`config.mk`:
```
export PLATFORM = sky130hd
export DESIGN_NAME = rv32im_bus_arbiter
export DESIGN_NICKNAME = d
export VERILOG_FILES = /design/src/rtl/rv32im_bus_arbiter.sv
export SDC_FILE = /design/constraint.sdc
export NUM_CORES = 1
export LEC_CHECK = 0
export BUFFER_PORTS_ARGS = -buffer_cell sky130_fd_sc_hd__clkbuf_2
export CAP_MARGIN = 20
export CORE_AREA = 2 2 139 141
export DETAILED_ROUTE_END_ITERATION = 16
export DIE_AREA = 0 0 141 143
export GPL_TIMING_DRIVEN = 0
export HOLD_SLACK_MARGIN = 0.05
export MAX_ROUTING_LAYER = met4
export PLACE_DENSITY = 0.41
export SKIP_LAST_GASP = 1
export SLEW_MARGIN = 20
export SYNTH_ARGS = -nofsm -noshare
export SYNTH_HDL_FRONTEND = slang
export SYNTH_SLANG_ARGS = --single-unit
```
`constraint.sdc`:
```
create_clock -name clk_i -period 1.25 [get_ports clk_i]
set_input_delay 0.0625 -clock clk_i [delete_from_list [all_inputs] [get_ports clk_i]]
set_output_delay 0.0625 -clock clk_i [all_outputs]
set_load 0.05 [all_outputs]
```
`src/rtl/rv32im_bus_arbiter.sv`:
```
// rv32im_bus_arbiter
// -----------------------------------------------------------------------------
// N-master Wishbone arbiter and bus multiplexer. A registered one-hot grant
// selects which master drives the single system bus. The bus-side mux and the
// ack/err routing are combinational from that registered grant.
//
// Optional feature macro: RV32IM_ARB_ROUND_ROBIN_EN
//   defined   -> round-robin winner search starting after the last winner
//   undefined -> fixed priority, master 0 highest
//
// Parameters:
//   NUM_MASTERS  number of requesters (2..8), index 0 highest fixed priority
//   XLEN         data width; the word address is XLEN-2 bits
//   MAX_HOLD     tenure in cycles after which an idle owner may be preempted
//                (0 disables preemption)
//
// Ports:
//   clk_i, reset_i          clock, synchronous active-high reset
//   req_i / grant_o         per-master level request / registered grant
//   m_adr_i, m_dat_i,       flattened master-side bus signals, master i at
//   m_sel_i                 slice i
//   m_cyc_i/m_stb_i/m_we_i  per-master cycle, strobe, write enable
//   m_ack_o, m_err_o        per-master ack/err, only the owner sees them
//   m_dat_o                 read data broadcast to all masters
//   adr_o ... we_o          system-bus outputs driven by the owner (0 if none)
//   dat_i, ack_i, err_i     system-bus inputs
// -----------------------------------------------------------------------------
module rv32im_bus_arbiter #(
  parameter int NUM_MASTERS = 3,
  parameter int XLEN        = 32,
  parameter int MAX_HOLD    = 0
) (
  input  logic                        clk_i,
  input  logic                        reset_i,
  input  logic [NUM_MASTERS-1:0]      req_i,
  output logic [NUM_MASTERS-1:0]      grant_o,
  input  logic [NUM_MASTERS*(XLEN-2)-1:0] m_adr_i,
  input  logic [NUM_MASTERS*XLEN-1:0] m_dat_i,
  input  logic [NUM_MASTERS*4-1:0]    m_sel_i,
  input  logic [NUM_MASTERS-1:0]      m_cyc_i,
  input  logic [NUM_MASTERS-1:0]      m_stb_i,
  input  logic [NUM_MASTERS-1:0]      m_we_i,
  output logic [NUM_MASTERS-1:0]      m_ack_o,
  output logic [NUM_MASTERS-1:0]      m_err_o,
  output logic [XLEN-1:0]             m_dat_o,
  output logic [XLEN-3:0]             adr_o,
  output logic [XLEN-1:0]             dat_o,
  output logic [3:0]                  sel_o,
  output logic                        cyc_o,
  output logic                        stb_o,
  output logic                        we_o,
  input  logic [XLEN-1:0]             dat_i,
  input  logic                        ack_i,
  input  logic                        err_i
);

  localparam int AW = XLEN - 2;
  // A zero-width counter is illegal, so keep one bit when preemption is off.
  localparam int HW = (MAX_HOLD > 0) ? $clog2(MAX_HOLD + 1) : 1;

  typedef enum logic {IDLE, OWNED} state_e;

  state_e                 state_q, state_d;
  logic [NUM_MASTERS-1:0] grant_q, grant_d;
  logic [NUM_MASTERS-1:0] mask_q, mask_d;
  logic [HW-1:0]          hold_q, hold_d;
  logic [NUM_MASTERS-1:0] cand;
  logic [NUM_MASTERS-1:0] win;
  logic                   owner_req, owner_cyc, others_req, preempt;

  assign cand       = req_i & ~mask_q;
  assign owner_req  = |(req_i & grant_q);
  assign owner_cyc  = |(m_cyc_i & grant_q);
  assign others_req = |(req_i & ~grant_q);
  // Only cut a tenure between transactions, never while the owner holds cyc.
  assign preempt    = (MAX_HOLD != 0) && (hold_q >= HW'(MAX_HOLD)) &&
                      others_req && !owner_cyc;

`ifdef RV32IM_ARB_ROUND_ROBIN_EN
  localparam int IW = (NUM_MASTERS > 1) ? $clog2(NUM_MASTERS) : 1;
  logic [IW-1:0] rr_q, rr_d, win_idx;

  // Search starts one past the previous winner and wraps around.
  always_comb begin
    int  idx;
    logic found;
    win     = '0;
    win_idx = rr_q;
    found   = 1'b0;
    idx     = 0;
    for (int k = 1; k <= NUM_MASTERS; k++) begin
      idx = (int'(rr_q) + k) % NUM_MASTERS;
      if (!found && cand[idx]) begin
        found    = 1'b1;
        win[idx] = 1'b1;
        win_idx  = IW'(idx);
      end
    end
  end
`else
  // Descending scan so the lowest requesting index is the last one written.
  always_comb begin
    win = '0;
    for (int i = NUM_MASTERS - 1; i >= 0; i--) begin
      if (cand[i]) begin
        win    = '0;
        win[i] = 1'b1;
      end
    end
  end
`endif

  always_comb begin
    state_d = state_q;
    grant_d = grant_q;
    mask_d  = mask_q;
    hold_d  = hold_q;
`ifdef RV32IM_ARB_ROUND_ROBIN_EN
    rr_d    = rr_q;
`endif
    case (state_q)
      IDLE: begin
        // The mask only ever applies to a single arbitration decision.
        mask_d = '0;
        if (|cand) begin
          grant_d = win;
          hold_d  = '0;
          state_d = OWNED;
`ifdef RV32IM_ARB_ROUND_ROBIN_EN
          rr_d    = win_idx;
`endif
        end
      end
      OWNED: begin
        if (!owner_req) begin
          grant_d = '0;
          state_d = IDLE;
        end else if (preempt) begin
          grant_d = '0;
          mask_d  = grant_q;
          state_d = IDLE;
        end else if (hold_q < HW'(MAX_HOLD)) begin
          hold_d = hold_q + HW'(1);
        end
      end
      default: begin
        grant_d = '0;
        state_d = IDLE;
      end
    endcase
  end

  always_ff @(posedge clk_i) begin
    if (reset_i) begin
      state_q <= IDLE;
      grant_q <= '0;
      mask_q  <= '0;
      hold_q  <= '0;
`ifdef RV32IM_ARB_ROUND_ROBIN_EN
      rr_q    <= IW'(NUM_MASTERS - 1);
`endif
    end else begin
      state_q <= state_d;
      grant_q <= grant_d;
      mask_q  <= mask_d;
      hold_q  <= hold_d;
`ifdef RV32IM_ARB_ROUND_ROBIN_EN
      rr_q    <= rr_d;
`endif
    end
  end

  assign grant_o = grant_q;
  assign m_dat_o = dat_i;

  // Grant is one-hot or zero, so OR-ing the gated slices forms the mux and
  // yields all zeros when nobody owns the bus.
  always_comb begin
    adr_o = '0;
    dat_o = '0;
    sel_o = '0;
    cyc_o = 1'b0;
    stb_o = 1'b0;
    we_o  = 1'b0;
    for (int i = 0; i < NUM_MASTERS; i++) begin
      if (grant_q[i]) begin
        adr_o = adr_o | m_adr_i[i*AW +: AW];
        dat_o = dat_o | m_dat_i[i*XLEN +: XLEN];
        sel_o = sel_o | m_sel_i[i*4 +: 4];
        cyc_o = cyc_o | m_cyc_i[i];
        stb_o = stb_o | m_stb_i[i];
        we_o  = we_o  | m_we_i[i];
      end
    end
  end

  genvar gi;
  generate
    for (gi = 0; gi < NUM_MASTERS; gi++) begin : g_route
      assign m_ack_o[gi] = ack_i & grant_q[gi];
      assign m_err_o[gi] = err_i & grant_q[gi];
    end
  endgenerate

endmodule

```
==> results of run 1 <==
## timing repair
item,in CTS,in global routing
gates resized for setup,176,51
setup buffers,6,7
setup endpoints to repair,75,75
pin swaps,54,34
gates cloned,2,1
endpoints found under the hold margin,0,0
## cell families after synthesis
| kind of cell | Yosys count |
|---|---|
| buffers and inverters | 127 |
| DFF | 4 |
| AOI/OAI and AO/OA | 80 |
| and+or+nand+nor | 15 |
## flip-flops by register name (all words and copies together), names as in the netlist
name     flops
grant_o      3
state_q      1
## critical path, stage by stage, from the launching register on
cell	delay (ns)
dfxtp_4	0.34
buf_12	0.14
buf_12	0.12
buf_8	0.13
a222oi_1	0.43
inv_2	0.06
clkbuf_8	0.19
## worst paths after layout
| kind | start | to | slack, ns | cells after the start |
|---|---|---|---|---|
| hold reg to reg | state_q | grant_o[1] | 0.53 | 2 |
| setup / recovery | grant_o[1] | adr_o[20] | -0.45 | 6 |
| hold / removal | reset_i | grant_o[2] | 0.09 | 2 |
| setup reg to reg | grant_o[1] | grant_o[1] | -0.05 | 7 |
## cell usage after synthesis (2+ instances only)
| master | count | area [sq um] |
|---|---|---|
| buf_6 | 4 | 45.0 |
| inv_1 | 70 | 263 |
| buf_4 | 36 | 270 |
| a222oi_1 | 69 | 691 |
| buf_2 | 4 | 20.0 |
| nand2_1 | 3 | 11.3 |
| and2_1 | 6 | 37.5 |
| clkbuf_1 | 5 | 18.8 |
| buf_8 | 7 | 105 |
| a21oi_1 | 4 | 20.0 |
| nor2_1 | 3 | 11.3 |
| or3_1 | 2 | 12.5 |
| dfxtp_1 | 4 | 80.1 |
## final cells by class
class / instances / area share
flip-flops and latches: 4 / 0.0188
multi-input cells: 95 / 0.186
inverters: 71 / 0.0563
clock buffers: 4 / 0.0166
plain buffers: 56 / 0.113
well taps: 234 / 0.0618
repair buffers: 338 / 0.547
## metrics by stage
step / hold WS [ns] / setup WS [ns] / cell area, sq um
2_1_floorplan: 0.118 / -0.0532 / 1690
3_3_place_gp: 0.323 / -0.337 / 3600
3_5_place_dp: 0.324 / -0.335 / 3600
4_1_cts: 0.0850 / -0.450 / 4560
5_1_grt: 0.101 / -0.500 / 4730
6_report: 0.0854 / -0.448 / 4730
## layout by cell type, fill, tap and decap left out
master,netlist,layout
and2_2,0,2
clkbuf_1,5,1
buf_6,4,13
buf_4,36,39
inv_1,70,1
a21oi_1,4,4
clkbuf_16,0,12
a2111oi_4,1,1
inv_2,1,70
nor2_2,1,1
clkbuf_4,0,2
or3_1,2,2
buf_12,0,7
dfxtp_4,0,2
and2_4,0,4
a22o_4,1,1
clkbuf_8,0,31
buf_16,0,1
o21ai_0,1,1
a222oi_1,69,69
nor2_1,3,3
dfxtp_2,0,1
clkbuf_2,0,251
o21ai_1,1,1
o31ai_1,1,1
o32ai_1,1,1
buf_8,7,39
dfxtp_1,4,1
nand2_1,3,3
a221oi_1,1,1
buf_2,4,2
## power breakdown
part / internal [uW] / switching [uW] / leakage (uW)
logic: 1220 / 1630 / 0.00267
clock network: 422 / 98.8 / 0.0000382
registers: 137 / 11.6 / 0.0000348
total: 1780 / 1740 / 0.00274
## routing by layer
layer,wire (um),share of wire,global-route usage,vias up
met1,4330,0.39,0.117,1495
met5,0,0,-,-
met4,46,0.0041,0.00632,0
met3,705,0.064,0.00973,4
li1,-,-,-,1545
met2,6000,0.54,0.181,205
==> PnR_summary.wiki, run 1 <==
{| class="wikitable"
! Metric !! Value
|-
| Mux contribution to synthesized area || 0
|-
| Filler Cell Count || 2036
|-
| Floorplan row count || 50
|-
| Number of nets in the synthesized netlist || 472
|-
| Clock net sink count || 4
|-
| Mean post-synth cell area || 7.41 sq um
|-
| First-pass GRT wire length || 15300 um
|-
| Violated checks || negative setup slack
|-
| CP required || 1.19 ns
|-
| Worst slew margin || 0.719
|-
| TritonCTS clock tree || done
|-
| Die Wd || 141 um
|-
| Number of distinct library cells after synthesis || 22
|-
| Area of the multi-input gates || 882 sq um
|-
| Util after Layout || 0.255
|-
| Number of flops mapped to enable cells by yosys || 0
|-
| Count of input and output buffers || 323
|-
| Number of buffers inserted by hold repair at cts || 0
|-
| Initial Util || 0.0902
|-
| Final hold violation count || 0
|-
| Overflow after GRT || 0
|-
| Layout cells sized above 1 || 0.843
|-
| Largest family of logic cells by synthesized area || compound AO/OA/AOI/OAI gates
|-
| DRT antenna net count || 0
|-
| Final Wtd Congestion || 0.766
|-
| IO Pins || 356
|-
| Total vias in the final route || 3249
|-
| Adder and majority gate portion of the synthesized area || 0
|-
| Compound-Gate Fraction of Synth Area || 0.472
|-
| Fin nets || 815
|-
| Synth Flop Type || dfxtp_1
|-
| CTS root buf || clkbuf_16
|-
| Detailed-route wire length per cell || 13.8 um
|-
| Sequential cell area || 88.8 sq um
|-
| Yosys warnings || 0
|-
| Class of the most critical hold timing path || primary input to flop
|-
| Max H-tree Level || 1
|-
| Setup crit end kind || primary output
|-
| Cts bufs inserted || 3
|-
| Post-synthesis xor/xnor area fraction || 0
|-
| Non-filler cells in the finished layout || 802
|-
| Placeable core region || 0.0186 sq mm
|-
| Crit start category || flop
|-
| Number of inserted diodes || 0
|-
| Cell area after synthesis || 0.00168 sq mm
|-
| Final Max Tran Viols || 0
|-
| Max Cap Viol || 0
|-
| Wire length after detailed routing || 11100 um
|-
| PnR Total Power || 3520 uW
|-
| Run status || complete, but fails checks
|-
| Post-route worst setup slack || -0.448 ns
|-
| Unrepaired setup endpoints after global routing || yes
|-
| Number of vias per cell || 4.05
|-
| Post-detailed-route DRC marker count || 0
|-
| Clock insertion delay at the later pin of the skew report || 0.23 ns
|-
| Final clock period utilization by the worst path || 1.36
|-
| Setup-violating endpoint count in the final report || 72
|-
| Detailed Place HPWL || 8920 um
|-
| Simple-gate share of the synthesized area || 0.0471
|-
| Flops & latches, synth || 4
|-
| GRT Resource Usage Total || 0.0967
|-
| Transition time of the tightest slew-check pin || 0.422 ns
|-
| DIE AREA || 0.0202 sq mm
|-
| Clock-pin transition on the worst setup and hold timing paths || 0.03 ns
|-
| Number of instances in the synthesized netlist || 226
|-
| Largest fanout on the critical path || 10
|-
| Iter 0 DRT Violations || 349
|-
| Min cycle time layout || 1.70 ns
|-
| Standby leakage power || 0.00274 uW
|-
| Sum of negative setup slack || -24.69 ns
|-
| Max frequency || 589 MHz
|-
| Total placed cells including tap cells || 783
|-
| Max VDD drop || 0.000662 V
|-
| Number of antenna violations at the first check in global routing || 0
|-
| Area growth from synthesis to final layout || 183%
|-
| Layout Skew || 0.00292 ns
|-
| Chip Height || 143 um
|-
| Clk buf depth || 2
|-
| Fraction of the yosys area taken by sequential cells || 0.0478
|-
| TritonRoute pass-1 iters || 9
|-
| Crit path DAT || 1.64 ns
|-
| Power density over cell area || 743 mW/mm^2
|-
| Synth async-reset ratio || 0
|-
| WS Path Type || flop to primary output
|-
| Vias in the first global route || 2913
|-
| Maximum number of pins on one net before global-route repair || 11
|}
(Power assumes the default switching activity.)
==> run 2: changes to the inputs <==
--- a/config.mk
+++ b/config.mk
@@ -14,6 +14,7 @@
 export HOLD_SLACK_MARGIN = 0.05
 export MAX_ROUTING_LAYER = met4
 export PLACE_DENSITY = 0.41
+export SETUP_SLACK_MARGIN = 0.3
 export SKIP_LAST_GASP = 1
 export SLEW_MARGIN = 20
 export SYNTH_ARGS = -nofsm -noshare
==> run 2 against run 1 <==
Compared with the run above:
- the flow still finishes with violations (negative setup slack)
- power up 2.0%
- combinational power up 2%
- critical path depth down 1
- first-iteration DRC count up 6.6%
- sequential power up 3%
- via count up 1.4%
- global-route usage up 0.28 points
- non-clock buffer count up 4
- sequential share of layout area about the same
- fmax up 2.2%
- worst hold slack better by 0.017 ns
- worst setup slack better by 0.037 ns
- largest cell class unchanged
- largest power group unchanged
==> PnR_summary.wiki, run 2 (same netlist as run 1, synthesis figures left out) <==
{| class="wikitable"
! Metric !! Value
|-
| Min cycle time layout || 1.66 ns
|-
| Vias in the first global route || 3067
|-
| Post-detailed-route DRC marker count || 0
|-
| Clock-pin transition on the worst setup and hold timing paths || 0.03 ns
|-
| WS Path Type || flop to primary output
|-
| Layout Skew || 0.00217 ns
|-
| Transition time of the tightest slew-check pin || 0.466 ns
|-
| WHS || 0.103 ns
|-
| First-pass GRT wire length || 15700 um
|-
| Number of antenna violations at the first check in global routing || 0
|-
| Detailed-route wire length per cell || 14.5 um
|-
| Crit start category || flop
|-
| Crit path DAT || 1.60 ns
|-
| Class of the most critical hold timing path || primary input to flop
|-
| Number of inserted diodes || 0
|-
| GRT Resource Usage Total || 0.0995
|-
| Power density over cell area || 734 mW/mm^2
|-
| Iter 0 DRT Violations || 372
|-
| Unrepaired setup endpoints after global routing || yes
|-
| Clock insertion delay at the later pin of the skew report || 0.23 ns
|-
| Number of buffer and inverter instances along the worst setup path || 4
|-
| Number of buffers inserted by hold repair at cts || 0
|-
| Worst slew margin || 0.690
|-
| Sequence of cells on the critical path || buf_12, buf_8, a222oi_1, inv_2, buf_8
|-
| Wire length after detailed routing || 11700 um
|-
| Largest fanout on the critical path || 7
|-
| CP required || 1.19 ns
|-
| Overflow after GRT || 0
|-
| Setup crit end kind || primary output
|-
| Most used cells in the layout excluding fill and tap cells || clkbuf_2 (246), inv_2 (70), a222oi_1 (69)
|-
| Max H-tree Level || 1
|-
| Total vias in the final route || 3293
|-
| Chip Height || 143 um
|-
| Placeable core region || 0.0186 sq mm
|-
| Die Wd || 141 um
|-
| IO Pins || 356
|-
| TritonCTS clock tree || done
|-
| Cts bufs inserted || 3
|-
| CP max stage cell || a222oi_1
|-
| Count of input and output buffers || 323
|-
| Area growth from synthesis to final layout || 192%
|-
| Number of vias per cell || 4.09
|-
| Initial Util || 0.0902
|-
| Clk buf depth || 2
|-
| Max frequency || 602 MHz
|-
| Filler Cell Count || 2033
|-
| Area of the multi-input gates || 921 sq um
|-
| Sequential cell area || 91.3 sq um
|-
| Layout cells sized above 1 || 0.851
|-
| Worst-case setup slack after placement || -0.214 ns
|-
| Most common cell on crit path || buf_8
|-
| DRT antenna net count || 0
|-
| Violated checks || negative setup slack
|-
| PnR Total Power || 3580 uW
|-
| TritonRoute pass-1 iters || 6
|-
| Dominant delay contributor by cell family on the critical path || buffers and inverters
|-
| Most common cell after layout, fill and taps aside || clkbuf_2
|-
| Final hold violation count || 0
|-
| Fin nets || 819
|-
| Clock net sink count || 4
|-
| Maximum number of pins on one net before global-route repair || 11
|-
| CTS root buf || clkbuf_16
|-
| DIE AREA || 0.0202 sq mm
|-
| Largest register FFs || 3
|-
| Post-route worst setup slack || -0.411 ns
|-
| Detailed Place HPWL || 9010 um
|-
| Sum of negative setup slack || -21.35 ns
|-
| Max Cap Viol || 0
|-
| Final Wtd Congestion || 0.733
|-
| Run status || complete, but fails checks
|-
| Largest stage delay on the critical path || 0.47 ns
|-
| Max VDD drop || 0.000559 V
|-
| Setup-violating endpoint count in the final report || 74
|-
| Final clock period utilization by the worst path || 1.33
|-
| Standby leakage power || 0.00280 uW
|-
| Final Max Tran Viols || 0
|-
| Floorplan row count || 50
|}
## run 2: changes by cell type in the layout (fill, tap and decap cells not counted), sizes merged
cell and delta:
buf +10, clkbuf -6
## run 2: path summary, 6_finish.rpt
check | start | to | slack (ns) | depth (start not counted)
setup / recovery | grant_o[1] | adr_o[19] | -0.41 | 5
hold / removal | reset_i | grant_o[0] | 0.10 | 2
setup reg to reg | grant_o[0] | state_q | 0.08 | 4
hold reg to reg | state_q | grant_o[1] | 0.56 | 2
## run 2: final cells by class
type,count,area share
plain buffers,56,0.112
clock buffers,4,0.0161
inverters,71,0.0545
multi-input cells,95,0.188
flip-flops and latches,4,0.0187
well taps,234,0.0599
repair buffers,342,0.550
## run 2: layer usage
layer,part of all wire,up-vias,global-route usage
met3,0.070,8,0.00637
met4,0.0062,0,0.0153
met5,0,-,-
met1,0.40,1512,0.121
li1,-,1553,-
met2,0.52,220,0.185
## run 2: report_power, final
part / internal (uW) / switching [uW] / total, uW / leakage, uW
registers: 136 / 16.8 / 153 / 0.0000351
clock network: 422 / 94.5 / 516 / 0.0000382
logic: 1260 / 1660 / 2920 / 0.00272
## run 2: repair_timing
action,4_1_cts,5_1_grt
setup endpoints to repair,79,82
buffers inserted,6,5
pin swaps,58,37
gates cloned,4,4
gates resized for setup,161,83
## run 2: metrics by stage
step / cell area [sq um] / util / cells
6_report: 4890 / 0.263 / 806
5_1_grt: 4890 / 0.263 / 806
4_1_cts: 4600 / 0.247 / 797
3_5_place_dp: 3640 / 0.196 / 783
3_3_place_gp: 3640 / 0.196 / 783
2_1_floorplan: 1740 / - / 226
